[src/rtl/ps2_scan2ascii_fifo.sv]
// PS/2 set-2 scan code to ASCII converter with output FIFO.
// Tracks E0/F0 prefixes, Shift, Ctrl and Caps Lock, decodes each key byte
// into an ASCII entry one edge after the byte arrives, and writes that entry
// into a first-word-fall-through FIFO on the following edge.
module ps2_scan2ascii_fifo #(
    parameter int FIFO_DEPTH   = 8,
    parameter int EMIT_RELEASE = 0
) (
    input  logic                         clk,
    input  logic                         rst,
    input  logic                         scan_valid,
    input  logic [7:0]                   scan_code,
    input  logic                         rd_en,
    input  logic                         ovf_clr,
    output logic                         out_valid,
    output logic [7:0]                   out_data,
    output logic                         out_release,
    output logic [$clog2(FIFO_DEPTH):0]  fifo_count,
    output logic                         overflow,
    output logic                         caps_lock,
    output logic                         shift,
    output logic                         ctrl
);

    localparam int AW = $clog2(FIFO_DEPTH);
    localparam logic [AW:0] DEPTH_CNT = (AW+1)'(FIFO_DEPTH);

    typedef enum logic [1:0] {ST_IDLE, ST_EXT, ST_BRK, ST_EXT_BRK} state_t;

    // Map entry layout: {mapped, is_letter, unshifted[7:0], shifted[7:0]}
    function automatic logic [17:0] letter_ent(input logic [7:0] lower);
        return {2'b11, lower, lower - 8'h20};
    endfunction

    function automatic logic [17:0] sym_ent(input logic [7:0] u, input logic [7:0] s);
        return {2'b10, u, s};
    endfunction

    function automatic logic [17:0] key_map(input logic [7:0] code);
        case (code)
            8'h1C: return letter_ent(8'h61); 8'h32: return letter_ent(8'h62);
            8'h21: return letter_ent(8'h63); 8'h23: return letter_ent(8'h64);
            8'h24: return letter_ent(8'h65); 8'h2B: return letter_ent(8'h66);
            8'h34: return letter_ent(8'h67); 8'h33: return letter_ent(8'h68);
            8'h43: return letter_ent(8'h69); 8'h3B: return letter_ent(8'h6A);
            8'h42: return letter_ent(8'h6B); 8'h4B: return letter_ent(8'h6C);
            8'h3A: return letter_ent(8'h6D); 8'h31: return letter_ent(8'h6E);
            8'h44: return letter_ent(8'h6F); 8'h4D: return letter_ent(8'h70);
            8'h15: return letter_ent(8'h71); 8'h2D: return letter_ent(8'h72);
            8'h1B: return letter_ent(8'h73); 8'h2C: return letter_ent(8'h74);
            8'h3C: return letter_ent(8'h75); 8'h2A: return letter_ent(8'h76);
            8'h1D: return letter_ent(8'h77); 8'h22: return letter_ent(8'h78);
            8'h35: return letter_ent(8'h79); 8'h1A: return letter_ent(8'h7A);
            8'h16: return sym_ent(8'h31, 8'h21); 8'h1E: return sym_ent(8'h32, 8'h40);
            8'h26: return sym_ent(8'h33, 8'h23); 8'h25: return sym_ent(8'h34, 8'h24);
            8'h2E: return sym_ent(8'h35, 8'h25); 8'h36: return sym_ent(8'h36, 8'h5E);
            8'h3D: return sym_ent(8'h37, 8'h26); 8'h3E: return sym_ent(8'h38, 8'h2A);
            8'h46: return sym_ent(8'h39, 8'h28); 8'h45: return sym_ent(8'h30, 8'h29);
            8'h4E: return sym_ent(8'h2D, 8'h5F); 8'h55: return sym_ent(8'h3D, 8'h2B);
            8'h54: return sym_ent(8'h5B, 8'h7B); 8'h5B: return sym_ent(8'h5D, 8'h7D);
            8'h5D: return sym_ent(8'h5C, 8'h7C); 8'h4C: return sym_ent(8'h3B, 8'h3A);
            8'h52: return sym_ent(8'h27, 8'h22); 8'h0E: return sym_ent(8'h60, 8'h7E);
            8'h41: return sym_ent(8'h2C, 8'h3C); 8'h49: return sym_ent(8'h2E, 8'h3E);
            8'h4A: return sym_ent(8'h2F, 8'h3F);
            8'h29: return sym_ent(8'h20, 8'h20); 8'h5A: return sym_ent(8'h0D, 8'h0D);
            8'h66: return sym_ent(8'h08, 8'h08); 8'h0D: return sym_ent(8'h09, 8'h09);
            8'h76: return sym_ent(8'h1B, 8'h1B);
            default: return 18'h0;
        endcase
    endfunction

    state_t          state_reg, state_next;
    logic            lshift_reg, lshift_next, rshift_reg, rshift_next;
    logic            lctrl_reg, lctrl_next, rctrl_reg, rctrl_next;
    logic            caps_reg, caps_next;
    logic            push_valid_reg, push_valid_next;
    logic [8:0]      push_entry_reg, push_entry_next;
    logic            key_valid, code_ext, code_brk, shift_cur, ctrl_cur;
    logic [17:0]     map_ent;
    logic [7:0]      map_ascii;

    logic [8:0]      mem [FIFO_DEPTH];
    logic [AW-1:0]   wr_ptr_reg, rd_ptr_reg;
    logic [AW:0]     count_reg;
    logic            overflow_reg;
    logic            fifo_full, do_push, do_pop, drop;

    // Prefix FSM, modifier tracking and key decode for the incoming byte
    always_comb begin
        state_next      = state_reg;
        key_valid       = 1'b0;
        lshift_next     = lshift_reg;
        rshift_next     = rshift_reg;
        lctrl_next      = lctrl_reg;
        rctrl_next      = rctrl_reg;
        caps_next       = caps_reg;
        code_ext        = (state_reg == ST_EXT) || (state_reg == ST_EXT_BRK);
        code_brk        = (state_reg == ST_BRK) || (state_reg == ST_EXT_BRK);
        shift_cur       = lshift_reg | rshift_reg;
        ctrl_cur        = lctrl_reg | rctrl_reg;
        map_ent         = 18'h0;
        map_ascii       = 8'h00;
        push_valid_next = 1'b0;
        push_entry_next = 9'h0;

        if (scan_valid) begin
            if (scan_code == 8'hE0 && (state_reg == ST_IDLE || state_reg == ST_EXT))
                state_next = ST_EXT;
            else if (scan_code == 8'hF0 && (state_reg == ST_IDLE || state_reg == ST_BRK))
                state_next = ST_BRK;
            else if (scan_code == 8'hF0 && state_reg == ST_EXT)
                state_next = ST_EXT_BRK;
            else begin
                key_valid  = 1'b1;
                state_next = ST_IDLE;
            end
        end

        // Modifier updates; extended variants other than right Ctrl are ignored
        if (key_valid) begin
            if (!code_ext) begin
                if (scan_code == 8'h12) lshift_next = !code_brk;
                if (scan_code == 8'h59) rshift_next = !code_brk;
                if (scan_code == 8'h14) lctrl_next  = !code_brk;
                if (scan_code == 8'h58 && !code_brk) caps_next = !caps_reg;
            end else if (scan_code == 8'h14) begin
                rctrl_next = !code_brk;
            end
        end

        // ASCII uses the modifier state as it was before this byte
        if (!code_ext)
            map_ent = key_map(scan_code);
        else if (scan_code == 8'h5A)
            map_ent = sym_ent(8'h0D, 8'h0D);
        else if (scan_code == 8'h4A)
            map_ent = sym_ent(8'h2F, 8'h2F);

        if (map_ent[16]) begin
            if (ctrl_cur)
                map_ascii = map_ent[7:0] & 8'h1F;
            else
                map_ascii = (shift_cur ^ caps_reg) ? map_ent[7:0] : map_ent[15:8];
        end else begin
            map_ascii = shift_cur ? map_ent[7:0] : map_ent[15:8];
        end

        push_valid_next = key_valid && map_ent[17] && (!code_brk || EMIT_RELEASE != 0);
        push_entry_next = {code_brk, map_ascii};
    end

    // Decoder state and the registered decoded entry
    always_ff @(posedge clk) begin
        if (rst) begin
            state_reg      <= ST_IDLE;
            lshift_reg     <= 1'b0;
            rshift_reg     <= 1'b0;
            lctrl_reg      <= 1'b0;
            rctrl_reg      <= 1'b0;
            caps_reg       <= 1'b0;
            push_valid_reg <= 1'b0;
            push_entry_reg <= 9'h0;
        end else begin
            state_reg      <= state_next;
            lshift_reg     <= lshift_next;
            rshift_reg     <= rshift_next;
            lctrl_reg      <= lctrl_next;
            rctrl_reg      <= rctrl_next;
            caps_reg       <= caps_next;
            push_valid_reg <= push_valid_next;
            push_entry_reg <= push_entry_next;
        end
    end

    // A full FIFO still accepts a push when the head is popped in the same cycle
    always_comb begin
        fifo_full = (count_reg == DEPTH_CNT);
        do_pop    = rd_en && (count_reg != '0);
        do_push   = push_valid_reg && (!fifo_full || do_pop);
        drop      = push_valid_reg && fifo_full && !do_pop;
    end

    // FIFO storage; contents need no reset since count gates visibility
    always_ff @(posedge clk) begin
        if (do_push)
            mem[wr_ptr_reg] <= push_entry_reg;
    end

    // FIFO pointers, occupancy and sticky overflow (a drop beats ovf_clr)
    always_ff @(posedge clk) begin
        if (rst) begin
            wr_ptr_reg   <= '0;
            rd_ptr_reg   <= '0;
            count_reg    <= '0;
            overflow_reg <= 1'b0;
        end else begin
            if (do_push) wr_ptr_reg <= wr_ptr_reg + 1'b1;
            if (do_pop)  rd_ptr_reg <= rd_ptr_reg + 1'b1;
            if (do_push && !do_pop)
                count_reg <= count_reg + 1'b1;
            else if (do_pop && !do_push)
                count_reg <= count_reg - 1'b1;
            if (drop)
                overflow_reg <= 1'b1;
            else if (ovf_clr)
                overflow_reg <= 1'b0;
        end
    end

    assign out_valid   = (count_reg != '0);
    assign out_data    = out_valid ? mem[rd_ptr_reg][7:0] : 8'h00;
    assign out_release = out_valid ? mem[rd_ptr_reg][8] : 1'b0;
    assign fifo_count  = count_reg;
    assign overflow    = overflow_reg;
    assign caps_lock   = caps_reg;
    assign shift       = lshift_reg | rshift_reg;
    assign ctrl        = lctrl_reg | rctrl_reg;

endmodule
[config.mk]
export PLATFORM = sky130hd
export DESIGN_NAME = ps2_scan2ascii_fifo
export DESIGN_NICKNAME = d
export VERILOG_FILES = /design/src/rtl/ps2_scan2ascii_fifo.sv
export SDC_FILE = /design/constraint.sdc
export NUM_CORES = 1
export LEC_CHECK = 0
export CORE_MARGIN = 2
export CORE_UTILIZATION = 65
export DETAILED_ROUTE_END_ITERATION = 12
export PLACE_DENSITY = 0.86
export SYNTH_ARGS = -nofsm -noshare
export SYNTH_HDL_FRONTEND = slang
export SYNTH_SLANG_ARGS = --single-unit
[constraint.sdc]
create_clock -name clk -period 4.3 [get_ports clk]
set_clock_uncertainty 0.15 [all_clocks]
set_input_delay 0.86 -clock clk [delete_from_list [all_inputs] [get_ports clk]]
set_output_delay 0.86 -clock clk [all_outputs]
set_load 0.005 [all_outputs]
After elaboration in Yosys (flattened, before gate mapping)
Memories as Yosys holds them, arrays and structs flattened. A register that Yosys moved wholly into a read port is not among the register bits.
Index checks and enable logic that the tools add are counted.

storage, ports and cells
  bits in registers = 28
  bits of input ports = 13
  logic and storage cells = 90
  bits in read-only memories = 2048
  output and inout bits = 18
  memories kept = 2
  bits in writable memories = 72

memory list
  name             depth  width  rd ports  clocked after memory_dff  wr ports  RTL line  RTL
  (no name shown)  128    16     1         0                         0         40        case (code)
  mem              8      9      1         1                         1         82        logic [8:0] mem [FIFO_DEPTH];

cells by class
  reduce and logical (&&, ||, !) cells = 31
  equal/unequal tests = 12
  bitwise operators = 4
  multiplexer cells = 25
  add/subtract/negate cells = 4

operators with widths
  kind                                                 number
  two-way mux 18 bit                                   4
  two-way mux 8 bit                                    5
  equality test 8 x 7 -> 1 bit, second input constant  4
  equality test 8 x 5 -> 1 bit, second input constant  2
  equality test 8 bit, second input constant           2
  AND reduction 3 bit                                  5
  logical AND 1 bit                                    12
  two-way mux 1 bit                                    9
  two-way mux 4 bit                                    2
  adder 3 x 1 -> 3 bit, second input constant          2
  two-way mux 2 bit                                    3
  two-way mux 3 bit                                    2
  zero test 1 bit                                      5
  logical OR 1 bit                                     5
  adder 4 x 1 -> 4 bit, second input constant          1
  equality test 2 bit, second input constant           2
  equality test 4 bit, second input constant           1
  nonzero test 2 bit                                   2
  nonzero test 4 bit                                   1
  subtractor 4 x 1 -> 4 bit, second input constant     1
  equality test 2 x 1 -> 1 bit, second input constant  1
  zero test 2 bit                                      1
  bitwise OR 1 bit                                     2
  NOT 1 bit                                            1
  XOR 1 bit                                            1

Longest topological paths before layout
Gate-level depths: netlist of the first run.

  depth after elaboration = 8
  depth in mapped cells = 11
  depth with buffers taken out = 11

Worst setup path before layout of the first run
No wires, ideal clock.

  path type = input to register
  start = in scan_code[1]
  end = reg push_entry_reg[3]
  library setup time = 67 ps
  arrival time = 2975 ps
  buffers on the path = 2
  path slack = 1108 ps
  cell stages on the path = 11
  cells stage by stage = clkbuf_1 > inv_1 > ha_1 > buf_2 > mux2i_4 > nand2_1 > a32oi_4 > a21boi_4 > a2bb2oi_4 > mux2_4 > o21ai_2

between the ends
  longest elaborated chain between the ends = 7
  elaborated cells between the ends (all ways) = 11

RTL lines
  item                                                                RTL line  RTL
  start, declared                                                     12        input logic [7:0] scan_code,
  branches (longest 3 deep; another with memory read (128 x 16 bit))  n/a
  two-way mux 18 bit (*)                                              132       if (!code_ext)
  two-way mux 8 bit                                                   143       map_ascii = (shift_cur ^ caps_reg) ? map_ent[7:0] : map_ent[15:8];
  two-way mux 8 bit                                                   140       if (ctrl_cur)
  two-way mux 8 bit (*)                                               139       if (map_ent[16]) begin
  end signal, assigned                                                171       push_entry_reg <= push_entry_next;
  end, declared                                                       77        logic [8:0] push_entry_reg, push_entry_next;

Mark *: on every way between the ends.
A chain may end at the register's enable or synchronous reset.

==> summary.txt, run 1 <==
total die area = 9410 um2
fraction of layout instances using a drive strength above 1 = 0.145
CTS buffer count = 9
grt ovf = 0
# Post-CTS Setup Buffers = 0
number of sinks handled by clock tree synthesis = 94
total wirelength of the detailed-routed design = 16200 um
TritonCTS clock tree = yes
number of routed nets with antenna violations = 0
count of TritonRoute iterations in the first routing pass = 5
area growth from synthesis to layout = 10.4%
fin. max-slew vios = 0
post-layout total power = 0.00250 W
unrepaired setup endpoints after global routing = false
ratio of final minimum period to clock period = 0.800
final hold viol count = 0
Routability Congestion = 0.999
flip-flop count of the largest register, all copies and words added = 64
wire length of the first global-routing pass = 25500 um
synthesized area per cell = 10.6 um2
type of element capturing the critical path = primary output
count of routing violations after the opening detailed-route iteration = 579
Design Area, Final = 6210 um2
critical path launch point type = register
area share of the largest cell type after synthesis = 0.342
vias per cell = 7.12
core region area = 8300 um2
post-route setup slack = 860 ps
path type of the worst min-delay path = register to register
number of instances on the worst hold path = 2
Cell Area, Placed = 6020 um2
post-synth cell types = 85
leakage dissipation = 2.14 nW
Peak Freq = 291 MHz
effective utilization at floorplan = 0.678
top-count cell post-synth = edfxtp_1
Clock Path Buffers = 2
via count = 4735
dpl hpwl = 11400 um
most numerous cell types in the synthesized netlist = edfxtp_1 (64), nor2_1 (54), a21oi_1 (37)
critical path cell sequence = mux4_2 > mux2i_1 > nor2_1 > clkdlybuf4s50_1
overall global routing resource usage = 0.353
ratio of total power to cell area = 403 nW/um2
via count of the first global-routing pass = 4636
fraction of the core area covered by cells at the end of the flow = 0.748
type of the worst setup path = register to primary output
startpoint of the most critical register-to-register path = fifo_count[0]
worst supply voltage drop on vdd = 0.281 mV
final setup violation count = 0
data arrival time at the worst-slack endpoint = 2430 ps
pin count of the biggest net entering global routing = 31
cell family with the largest share of critical-path delay = flip-flops
max incr delay on CP = 900 ps
quantity of I/O buffers inserted on ports = 29
top post-synthesis cells by area = edfxtp_1 (34%), dfxtp_1 (11%), mux4_2 (6.8%)
buffers and inverters on the worst path = 1
Main synth FF type = edfxtp_1
H-tree levels = 3
result of the run = completed
max_cap viols = 0
worst-case headroom to the max-slew limit = 0.340
number of nets in the synthesized netlist = 558
average wire per standard cell = 24.4 um
root buffer cell = clkbuf_8
Post-synth EDFFs = 64
biggest area consumer among synthesized cells = edfxtp_1
critical hold path startpoint = overflow
overall die width = 97.0 um
Crit path required time = 3290 ps
IO Count = 31
Setup Total Neg Slack = 0 ps
number of antenna violations at the first check in global routing = 0
final-stage net count = 582
Tightest Pin Transition = 986 ps
Die Y = 97.0 um
shortest clock period the worst path allows after layout = 3440 ps
count of instances resized after the clock tree is built = 0
Reg2Reg Setup Slack = 1420 ps
Worst Hold End = overflow
clock transition at the registers of the reported paths = 100 ps
Ant. Diodes = 0
Critical Path Fanout Max = 16
Seq/Total Area, Yosys = 0.448
Worst-Skew Late Latency = 380 ps
netlist area before placement = 5620 um2
proportion of synthesized flip-flops having asynchronous set or reset = 0
number of cells on the worst reg-to-reg path = 12
Hold-fix buffers, CTS = 0
placement row count = 33
Yosys warning total = 0
post-synthesis register bit count = 94
final routed DRC violation total = 0
post-placement setup slack = 543 ps
number of cells produced by synthesis = 531
slowest library cell on the worst path = dfxtp_1
critical register-to-register path endpoint = fifo_count[3]
[worst register-to-register path, stage by stage, from the launching register on]
cell     delay [ps]
dfxtp_1         400
nor4_2          280
buf_4           220
inv_1           100
nand2_1         160
ha_1            210
inv_1            90
ha_1            270
a21o_1          180
a21oi_1         200
xnor2_1         100
or3_1           310
a21oi_1         140
[stage by stage]
stage          hold slack (ps)  instances
2_1_floorplan              299        531
3_3_place_gp               311        649
3_5_place_dp               322        649
4_1_cts                    336        665
5_1_grt                    362        665
6_report                   336        665
[area by class of cell]
class	count	area [um2]
clock buffers	9	124
inverters	15	56.3
multi-input cells	381	2820
flip-flops and latches	94	2520
clock inverters	7	66.3
fillers	550	2090
well taps	105	131
repair buffers	54	485
[where the power goes]
part	switching, W	internal, W
Clock	0.000356	0.000223
Combinational	0.000426	0.000436
Sequential	0.0000609	0.00100
[metal layers]
layer  global-route usage  vias up  routed length, um  share of wire
li1                     -     2052                  -              -
met1                0.466     2272               6240           0.38
met2                0.560      340               7580           0.47
met3               0.0824       71               1690           0.10
met4                0.154        0                721          0.044
met5                    0        -                  0              0
[kinds of logic (layout without fill, tap and decap cells)]
logic type,Yosys count,after routing,share of synthesized area
other cells,1,1,0.000667
buf+inv,56,85,0.0496
fa+ha+maj,14,14,0.0325
mux,40,40,0.112
compound gates,149,149,0.190
flops,94,94,0.448
simple gates,169,169,0.153
xor+xnor,8,8,0.0138
[layout by cell type (no fill, tap or decap), types with 5 or more instances in the layout]
master	n
edfxtp_1	64
o211ai_1	5
buf_4	24
o22ai_1	5
ha_1	13
o31ai_1	5
or3_1	6
clkbuf_8	9
a21oi_1	37
nand2_1	30
o21ai_0	27
nor2_1	54
a21o_1	7
nor2b_1	6
o21ai_1	6
a31oi_1	6
dfxtp_1	30
nor3_1	12
mux4_2	17
inv_1	13
nand2b_1	18
clkdlybuf4s50_1	28
nand3_1	13
mux2i_1	20
a211oi_1	7
[worst max path at each step]
| stage | startpoint | end | slack [ps] | cells after the start |
|---|---|---|---|---|
| 2_1_floorplan | scan_code[1] | push_entry_reg[3] | 1110 | 11 |
| 3_3_place_gp | scan_code[0] | push_entry_reg[3] | 590 | 11 |
| 3_5_place_dp | scan_code[1] | push_entry_reg[3] | 540 | 10 |
| 4_1_cts | register | out_data[6] | 850 | 4 |
| 5_1_grt | scan_code[1] | push_entry_reg[3] | 690 | 10 |
| 6_report | register | out_data[6] | 860 | 4 |
No activity file was read; power rests on OpenSTA's default activity.
==> run 2, diff against run 1 <==
CORE_UTILIZATION = 60   (was 65)
PLACE_DENSITY = 0.8   (was 0.86)
clock period = 3.3 ns   (was 4.3 ns; I/O delays follow)
==> summary.txt, run 2 (synthesis results as in run 1) <==
result of the run = completed
quantity of I/O buffers inserted on ports = 29
clock transition at the registers of the reported paths = 90 ps
via count = 4654
type of element capturing the critical path = primary output
cell internal pwr = 0.00220 W
path type of the worst min-delay path = register to register
flip-flop count of the largest register, all copies and words added = 64
ratio of final minimum period to clock period = 0.958
TritonCTS clock tree = yes
Setup Total Neg Slack = 0 ps
Peak Freq = 316 MHz
Worst-Skew Late Latency = 360 ps
total wirelength of the detailed-routed design = 15200 um
vias per cell = 6.55
number of routed nets with antenna violations = 0
count of TritonRoute iterations in the first routing pass = 5
max incr delay on CP = 560 ps
pin count of the biggest net entering global routing = 45
number of sinks handled by clock tree synthesis = 94
overall global routing resource usage = 0.313
worst-case headroom to the max-slew limit = 0.570
# Post-CTS Setup Buffers = 0
Die Y = 101 um
leakage dissipation = 2.35 nW
data arrival time at the worst-slack endpoint = 2350 ps
fraction of the core area covered by cells at the end of the flow = 0.715
H-tree levels = 3
Critical Path Fanout Max = 16
grt ovf = 0
number of cells in the design after placement = 694
fin. max-slew vios = 0
final-stage net count = 621
final routed DRC violation total = 0
Switch Pwr = 0.00107 W
combinational power share = 0.356
core region area = 9150 um2
count of instances resized after the clock tree is built = 0
type of the worst setup path = register to primary output
IO Count = 31
count of routing violations after the opening detailed-route iteration = 399
total die area = 10200 um2
most frequent cells in the layout = edfxtp_1 (64), buf_4 (61), nor2_1 (54), a21oi_1 (37)
Clock Path Buffers = 2
wire length of the first global-routing pass = 24400 um
area growth from synthesis to layout = 16.4%
effective utilization at floorplan = 0.614
ratio of total power to cell area = 499 nW/um2
max_cap viols = 0
final setup violation count = 0
via count of the first global-routing pass = 4508
overall die width = 101 um
Crit path required time = 2490 ps
Ant. Diodes = 0
Tightest Pin Transition = 642 ps
cell family with the largest share of critical-path delay = buffers and inverters
fraction of layout instances using a drive strength above 1 = 0.200
Reg2Reg Setup Slack = 490 ps
switch share = 0.327
unrepaired setup endpoints after global routing = false
dpl hpwl = 11200 um
Cell Area, Placed = 6340 um2
root buffer cell = clkbuf_8
most common cell after layout, fill and taps aside = edfxtp_1
CTS buffer count = 9
Finished Layout Cells = 710
average wire per standard cell = 21.4 um
critical path launch point type = register
placement row count = 35
number of antenna violations at the first check in global routing = 0
final hold viol count = 0
Hold-fix buffers, CTS = 0
worst supply voltage drop on vdd = 0.316 mV
Routability Congestion = 1.02
sequential group share of total power = 0.417
buffers and inverters on the worst path = 2
critical path cell sequence = buf_4 > mux4_2 > mux2i_1 > nor2_1 > clkdlybuf4s50_1
clock group share of total power = 0.227
shortest clock period the worst path allows after layout = 3160 ps
slowest library cell on the worst path = mux4_2
Design Area, Final = 6550 um2
[run 2: cell count changes in the layout (fill, tap and decap cells not counted), sizes merged]
cell / before / now
buf: 26 / 65
[run 2: through the flow]
stage / hold slack (ps) / worst slack [ps] / total power, W
after global placement: 309 / 28.7 / 0.00250
after CTS: 329 / 135 / 0.00328
after floorplan: 299 / 308 / 0.00206
after detailed placement: 317 / -51.4 / 0.00255
final: 330 / 137 / 0.00327
after global routing: 360 / 88.6 / 0.00344
[run 2: area by class of cell]
class / instances / area, um2
clock inverters: 7 / 80.1
multi-input cells: 381 / 2820
fillers: 643 / 2610
clock buffers: 9 / 124
flip-flops and latches: 94 / 2520
repair buffers: 93 / 803
well taps: 111 / 139
inverters: 15 / 56.3
[run 2: path summary, 6_finish.rpt]
path              cells after the start           from       endpoint
hold reg to reg                       2       overflow       overflow
setup reg to reg                     11  fifo_count[0]  fifo_count[3]
setup / recovery                      5       register    out_data[3]
hold / removal                        2       overflow       overflow
[run 2: layer usage]
layer | global-route usage | part of all wire | vias up
met5 | 0 | 0 | -
met4 | 0.100 | 0.024 | 0
met3 | 0.0583 | 0.084 | 37
met2 | 0.489 | 0.47 | 249
met1 | 0.445 | 0.42 | 2224
li1 | - | - | 2144
[run 2: power groups by stage]
stage	logic, W	registers [W]	clock network [W]
after floorplan	0.000680	0.00138	0
after global placement	0.00111	0.00139	0
after detailed placement	0.00116	0.00139	0
after CTS	0.00116	0.00136	0.000752
after global routing	0.00126	0.00138	0.000802
final	0.00116	0.00136	0.000742
[run 2: worst min-delay path: cells and delay by family (launching register included)]
kind,cells,cell delay [ps]
AND/OR/NAND/NOR,1,70
flip-flops,1,320
AO/OA/AOI/OAI,1,50
==> run 3, diff against run 2 <==
PLACE_DENSITY = not set   (was 0.8)
PLACE_DENSITY_LB_ADDON = 0.08   (was not set)
==> summary.txt, run 3 (synthesis results as in run 1) <==
Finished Layout Cells = 718
Clock Path Buffers = 2
grt ovf = 0
startpoint of the most critical register-to-register path = fifo_count[0]
effective utilization at floorplan = 0.614
result of the run = completed
root buffer cell = clkbuf_8
max_cap viols = 0
area growth from synthesis to layout = 18.1%
Design Area, Final = 6640 um2
number of antenna violations at the first check in global routing = 0
data arrival time at the worst-slack endpoint = 2310 ps
Routability Congestion = 1.04
flip-flop count of the largest register, all copies and words added = 64
fin. max-slew vios = 0
critical hold path startpoint = overflow
# Post-CTS Setup Buffers = 0
Setup Total Neg Slack = 0 ps
dpl hpwl = 11100 um
Ant. Diodes = 0
overall die width = 101 um
number of routed nets with antenna violations = 0
wire length of the first global-routing pass = 24800 um
Peak Freq = 321 MHz
most frequent cells in the layout = buf_4 (69), edfxtp_1 (64), nor2_1 (54), a21oi_1 (37)
core region area = 9150 um2
ratio of final minimum period to clock period = 0.944
via count = 4751
most common cell after layout, fill and taps aside = buf_4
ratio of total power to cell area = 514 nW/um2
leakage dissipation = 2.41 nW
Cell Area, Placed = 6400 um2
FILL cells = 664
TritonCTS clock tree = yes
worst-case headroom to the max-slew limit = 0.593
final-stage net count = 629
unrepaired setup endpoints after global routing = false
post-layout total power = 0.00342 W
average wire per standard cell = 21.6 um
clock transition at the registers of the reported paths = 100 ps
count of instances resized after the clock tree is built = 0
number of sinks handled by clock tree synthesis = 94
H-tree levels = 3
Worst-Skew Late Latency = 360 ps
final hold viol count = 0
type of element capturing the critical path = primary output
critical path launch point type = register
Critical Path Fanout Max = 16
Tightest Pin Transition = 608 ps
multi-input combinational cell area = 2820 um2
fraction of layout instances using a drive strength above 1 = 0.211
Hold Slack = 327 ps
vias per cell = 6.62
via count of the first global-routing pass = 4618
CTS buffer count = 9
Crit path required time = 2490 ps
total die area = 10200 um2
path type of the worst min-delay path = register to register
IO Count = 31
worst supply voltage drop on vdd = 0.377 mV
Hold-fix buffers, CTS = 0
shortest clock period the worst path allows after layout = 3120 ps
placement row count = 35
count of TritonRoute iterations in the first routing pass = 5
pin count of the biggest net entering global routing = 44
overall global routing resource usage = 0.323
final routed DRC violation total = 0
final setup violation count = 0
quantity of I/O buffers inserted on ports = 29
total wirelength of the detailed-routed design = 15500 um
type of the worst setup path = register to primary output
Die Y = 101 um
number of cells in the design after placement = 702
sequential standard cell area = 2520 um2
count of routing violations after the opening detailed-route iteration = 489
-- run 3: cell count changes in the layout (fill, tap and decap cells not counted), sizes merged --
cell	change
buf	+8
bufinv	+2
clkinv	-1
clkinvlp	-1
-- run 3: critical path, cell delays in order, from the launching register on --
cell             delay (ps)
dfxtp_1                 330
buf_4                   320
mux4_2                  550
mux2i_1                 190
nor2_1                   70
clkdlybuf4s50_1         460
-- run 3: layer usage --
layer	up-vias	global-route usage	share of wire
li1	2152	-	-
met1	2297	0.446	0.41
met5	-	0	0
met4	0	0.134	0.032
met2	257	0.506	0.47
met3	45	0.0569	0.084
-- run 3: stage by stage --
| stage | util | worst slack, ps |
|---|---|---|
| 6_report | 0.726 | 185 |
| 3_3_place_gp | 0.700 | -27.6 |
| 5_1_grt | 0.726 | 45.2 |
| 4_1_cts | 0.726 | 157 |
| 3_5_place_dp | 0.700 | -118 |
| 2_1_floorplan | - | 308 |
-- run 3: power breakdown --
| part | leakage [nW] | internal [W] | total (W) | switching [W] |
|---|---|---|---|---|
| logic | 1.45 | 0.000600 | 0.00116 | 0.000556 |
| clock network | 0.119 | 0.000445 | 0.000897 | 0.000452 |
| registers | 0.835 | 0.00130 | 0.00136 | 0.0000606 |
-- run 3: worst paths after layout --
check | endpoint | slack, ps | cells past startpoint
setup / recovery | out_data[5] | 180 | 5
setup reg to reg | fifo_count[3] | 480 | 11
hold / removal | overflow | 330 | 2
hold reg to reg | overflow | 330 | 2
-- run 3: final cells by class --
class,instances,share of cell area
multi-input cells,381,0.425
clock buffers,9,0.0187
repair buffers,101,0.130
inverters,15,0.00848
clock inverters,7,0.0171
well taps,111,0.0209
flip-flops and latches,94,0.380
